<file path="config.mk">
export PLATFORM = sky130hd
export DESIGN_NAME = alloc_rr
export DESIGN_NICKNAME = d
export VERILOG_FILES = /design/src/rtl/alloc_rr.sv
export SDC_FILE = /design/constraint.sdc
export NUM_CORES = 1
export LEC_CHECK = 0
export ABC_AREA = 1
export CORE_MARGIN = 5
export CORE_UTILIZATION = 43
export DETAILED_ROUTE_END_ITERATION = 16
export GPL_ROUTABILITY_DRIVEN = 0
export PLACE_DENSITY = 0.84
export SLEW_MARGIN = 0
export SYNTH_ARGS = -nofsm -noshare
export SYNTH_HDL_FRONTEND = slang
export SYNTH_SLANG_ARGS = --single-unit
</file>
<file path="constraint.sdc">
create_clock -name clk -period 2.7 [get_ports clk]
set_input_delay 0.54 -clock clk [delete_from_list [all_inputs] [get_ports clk]]
set_output_delay 0.54 -clock clk [all_outputs]
set_load 0.02 [all_outputs]
</file>
<file path="src/rtl/alloc_rr.sv">
// alloc_rr: per-output-port allocator for the phit-switched router.
// Grants one HEAD-requesting input, holds it until TAIL; macro ALLOC_RR_EN.
//
// Ports:
//   clk, rst_n  clock; async active-low reset
//   this_port   id of this output port
//   hdr         top 2+PORT_W bits of each input phit (input i at i*(2+PORT_W))
//   out_ready   downstream can accept a new packet
//   select      one-hot mux select (zero = no phit forwarded)
//   shift       route shifter strobe, head phit only
//   busy        output held by a packet
//   owner       binary index of holder (valid when busy)
//   err         one-cycle pulse on holder protocol error
//
// ALLOC_RR_EN defined: round-robin arbitration; undefined: fixed priority.
module alloc_rr #(
    parameter int N_IN   = 4,
    parameter int PORT_W = 2,
    parameter int IDX_W  = $clog2(N_IN)
) (
    input  logic                        clk,
    input  logic                        rst_n,
    input  logic [PORT_W-1:0]           this_port,
    input  logic [N_IN*(2+PORT_W)-1:0]  hdr,
    input  logic                        out_ready,
    output logic [N_IN-1:0]             select,
    output logic                        shift,
    output logic                        busy,
    output logic [IDX_W-1:0]            owner,
    output logic                        err
);

    localparam int HW = 2 + PORT_W;

    typedef enum logic {
        S_IDLE,
        S_BUSY
    } state_t;

    state_t          state_q, state_d;
    logic [N_IN-1:0] owner_q, owner_d;
    logic            err_q, err_d;
    logic [N_IN-1:0] is_head, is_pay, is_tail;
    logic [N_IN-1:0] req, grant;
    logic [N_IN-1:0] sel_c;
    logic            shift_c;
    logic            h_head, h_pay, h_tail;

    always_comb begin
        is_head = '0;
        is_pay  = '0;
        is_tail = '0;
        req     = '0;
        for (int i = 0; i < N_IN; i++) begin
            is_head[i] = hdr[i*HW+PORT_W +: 2] == 2'b11;
            is_pay[i]  = hdr[i*HW+PORT_W +: 2] == 2'b10;
            is_tail[i] = hdr[i*HW+PORT_W +: 2] == 2'b01;
            req[i]     = is_head[i]
                       && (hdr[i*HW +: PORT_W] == this_port);
        end
    end

    // holder's phit type; owner_q is one-hot in BUSY
    assign h_head = |(is_head & owner_q);
    assign h_pay  = |(is_pay & owner_q);
    assign h_tail = |(is_tail & owner_q);

`ifdef ALLOC_RR_EN
    logic [IDX_W-1:0] rr_q, rr_d;
    logic [IDX_W-1:0] win;
    logic             found;
    int               idx;

    // search starts at rr_q and wraps modulo N_IN
    always_comb begin
        grant = '0;
        win   = '0;
        found = 1'b0;
        idx   = 0;
        for (int k = 0; k < N_IN; k++) begin
            idx = int'(rr_q) + k;
            if (idx >= N_IN) idx = idx - N_IN;
            if (!found && req[idx]) begin
                found      = 1'b1;
                grant[idx] = 1'b1;
                win        = IDX_W'(idx);
            end
        end
    end

    always_comb begin
        rr_d = rr_q;
        if (state_q == S_IDLE && out_ready && |req) begin
            if (win == IDX_W'(N_IN - 1)) rr_d = '0;
            else                         rr_d = win + 1'b1;
        end
    end

    always_ff @(posedge clk or negedge rst_n) begin
        if (!rst_n) rr_q <= '0;
        else        rr_q <= rr_d;
    end
`else
    logic found;

    // lowest index wins
    always_comb begin
        grant = '0;
        found = 1'b0;
        for (int k = 0; k < N_IN; k++) begin
            if (!found && req[k]) begin
                found    = 1'b1;
                grant[k] = 1'b1;
            end
        end
    end
`endif

    always_comb begin
        state_d = state_q;
        owner_d = owner_q;
        err_d   = 1'b0;
        sel_c   = '0;
        shift_c = 1'b0;
        unique case (state_q)
            S_IDLE: begin
                if (out_ready && |req) begin
                    sel_c   = grant;
                    shift_c = 1'b1;
                    owner_d = grant;
                    state_d = S_BUSY;
                end
            end
            S_BUSY: begin
                unique case (1'b1)
                    h_pay: sel_c = owner_q;
                    h_tail: begin
                        sel_c   = owner_q;
                        owner_d = '0;
                        state_d = S_IDLE;
                    end
                    h_head: begin
                        owner_d = '0;
                        err_d   = 1'b1;
                        state_d = S_IDLE;
                    end
                    default: ;
                endcase
            end
            default: state_d = S_IDLE;
        endcase
    end

    always_ff @(posedge clk or negedge rst_n) begin
        if (!rst_n) begin
            state_q <= S_IDLE;
            owner_q <= '0;
            err_q   <= 1'b0;
        end else begin
            state_q <= state_d;
            owner_q <= owner_d;
            err_q   <= err_d;
        end
    end

    always_comb begin
        owner = '0;
        for (int i = 0; i < N_IN; i++) begin
            if (owner_q[i]) owner = IDX_W'(i);
        end
    end

    // mux controls must be quiet while reset is held
    assign select = sel_c & {N_IN{rst_n}};
    assign shift  = shift_c & rst_n;
    assign busy   = state_q == S_BUSY;
    assign err    = err_q;

endmodule

</file>
==> impl_metrics.toml <==
[cts]
clock_path_buffers = 2
cts.clk_slew.worst_paths_ns = 0.04
h-tree-depth = 1
postCtsResizedCells = 11
postCtsSetupRepairBufs = 0
numCtsBuffers = 3
clock_latency_ns = 0.24
cts_tree = "yes"
cts.sinks = 6
postCtsHoldBufs = 0
cts_root_buf = "clkbuf_4"

[yosys]
netlist_area_um2 = 631
synth_xor_area_share_pct = 4.17
synthAdderAreaFrac_pct = 0
yosys_warnings = 0
synth-seq-cells = 6
syn_inst = 108
synth_top_family_by_area = "simple AND/OR/NAND/NOR gates"
ys_seq_area_share_pct = 23.8
synth_mux_area_share_pct = 0
synth_cell_types = 17
synth_nets = 129
synth_compound_area_share_pct = 5.56
yosys.area_share.simple_pct = 54.0
syn_area_per_cell_um2 = 5.84

[pwr]
vdd_drop_max_mv = 0.344
p_sw_uw = 259
p_leak_uw = 0.000526
p_clk_share_pct = 13.7
p_int_uw = 319
p_per_area_mw_per_mm2 = 578
switching_share_pct = 44.9
comb_power_share_pct = 57.2
p_seq_share_pct = 29.1

[sta]
worst_slew_pin_slew_ns = 0.256
slew_headroom_pct = 82.8
finClkSkew_ns = 0.00116
drv_slew = 0
timing.fmax_mhz = 385
finalHoldViolCount = 0
finalCritPeriodShare_pct = 96.2
fin_crit_ns = 2.60
setup-violations-final = 0

[cells_and_area]
area.growth.synth_to_final_pct = 58.7
final_nets = 169
drive_gt1_share_pct = 18.5
design_area_mm2 = 0.00100
finalNonFillerCells = 161
n_antenna_cell = 0
fillers = 113

[worst_setup_path]
slowest_delay_ns = 0.49
crit_fanout = 4
worstSetupPathType = "input port to primary output"
r2r-start = "owner_q[2]$_DFFE_PN0P_"
r2r_cells = 8
worstSetupEndpointType = "primary output"
cp_slowest_cell = "clkdlybuf4s50_1"
r2r_setup_slack_ns = 1.27
startpoint_type = "input port"
cp_common_cell = "nand2_1"
worstPathRequired_ns = 2.16
crit_arrival_ns = 2.06
worstPathCellList = "clkdlybuf4s50_1, inv_1, nand3_1, o21ai_1, nor3_2, nand2_1, nand2_1, nand2_1, nand2_1, nor2_1, clkdlybuf4s15_2"
r2r_end = "owner_q[3]$_DFFE_PN0P_"

[run]
drv_cap = 0

[placement]
post-place-cells = 158
hpwlAfterDp_um = 1540
portBuffers = 29
placed_cell_area_um2 = 981

[floorplan]
core-area_mm2 = 0.00135
dieArea_mm2 = 0.00233
num_rows = 13
start_util_pct = 46.7
die_width_um = 48.3
pin_count = 30
fp.dieH_um = 48.3

[grt]
grt_pass1_vias = 757
overflow = 0
grt_use_total_pct = 17.8
grt_pass1_wl_um = 2970
grt_max_degree = 8
antenna_found_initial = 0

[hold_path]
hp-class = "flip-flop to flip-flop"
hold_path_end = "owner_q[2]$_DFFE_PN0P_"
hold_depth = 2
min-delay-start = "owner_q[2]$_DFFE_PN0P_"

[route]
num_vias = 825
ant_nets = 0
drc = 0
wl_per_cell_um = 11.6
drtIter0Drc = 25
detail_route.first_pass.iterations = 4
via_per_inst = 5.12
wl_um = 1870

[status]
status = "finished, final reports clean"
## routing by layer
| layer | global-route usage, % | part of all wire, % |
|---|---|---|
| met5 | 0 | 0 |
| met1 | 22.8 | 44 |
| met3 | 3.32 | 6.3 |
| met2 | 29.7 | 47 |
| met4 | 5.91 | 2.4 |
## worst max path at each step
stage	from	endpoint	cells after the start
3_5_place_dp	this_port[1]	select[2]	7
3_3_place_gp	this_port[1]	select[2]	8
5_1_grt	hdr[10]	select[3]	10
2_1_floorplan	this_port[1]	select[2]	8
4_1_cts	this_port[0]	select[1]	8
6_report	hdr[15]	select[3]	11
## placed cells by master (no fill, tap or decap), drive strengths merged
master and instances:
nand2 35, buf 8, nand3 14, clkdlybuf4s15 1, clkbuf 6, nor2 14
dlygate4sd2 1, a21oi 3, and3 1, o21ai 4, nand4 3, clkdlybuf4s50 22
nor3 4, xor2 3, dlymetal6s2s 1, inv 18, nand3b 2, dfrtp 6
## Yosys cell counts
master    instances  area (um^2)
a21oi_1           3         15.0
and3_2            1         7.51
buf_6             1         11.3
dfrtp_1           6          150
inv_1            16         60.1
inv_2             2         7.51
nand2_1          34          128
nand2_2           1         6.26
nand3_1          13         65.1
nand3_4           1         17.5
nand3b_1          2         15.0
nand4_1           3         18.8
nor2_1           10         37.5
nor2_2            4         25.0
nor3_1            4         20.0
o21ai_0           4         20.0
xor2_1            3         26.3
## final cells by class
cell class,count,area (um^2),share of cell area (%)
sequential,6,150,15.0
inverter,18,67.6,6.75
tap,15,18.8,1.88
clock buffer,3,22.5,2.25
timing repair buffer,36,325,32.5
multi-input combinational,83,417,41.6
## logic make-up after synthesis
kind of cell              Yosys count
AOI/OAI and AO/OA                   7
xor gates and xnor gates            3
buffers and inverters              19
DFF                                 6
and+or+nand+nor                    73
## worst max-delay path, delay by kind of cell
kind / cells / cell delay (ns)
buf+inv: 3 / 0.80
simple gates: 7 / 0.65
compound gates: 1 / 0.09
## registers in the layout (all words and copies together), names as in the netlist
| register | flops |
|---|---|
| owner_q | 4 |
| busy | 1 |
| err | 1 |
## stage by stage
| step | power (uW) | setup TNS [ns] | worst slack [ns] | hold WS, ns | utilization [%] |
|---|---|---|---|---|---|
| finish | 578 | 0 | 0.102 | 0.585 | 74.1 |
| global route | 630 | -0.0247 | -0.0247 | 0.624 | 74.1 |
| CTS | 575 | 0 | 0.00419 | 0.576 | 74.2 |
| detailed placement | 496 | -1.42 | -0.327 | 0.565 | 72.7 |
| global placement | 493 | -1.20 | -0.267 | 0.555 | 72.7 |
| floorplan | 341 | 0 | 0.635 | 0.244 | - |
## power by group through the flow
stage	clock [uW]	sequential, uW	combinational [uW]
floorplan	0	168	174
global placement	0	168	325
detailed placement	0	168	328
CTS	81.3	167	327
global route	86.6	175	368
finish	79.1	168	331
(Power assumes the default switching activity.)
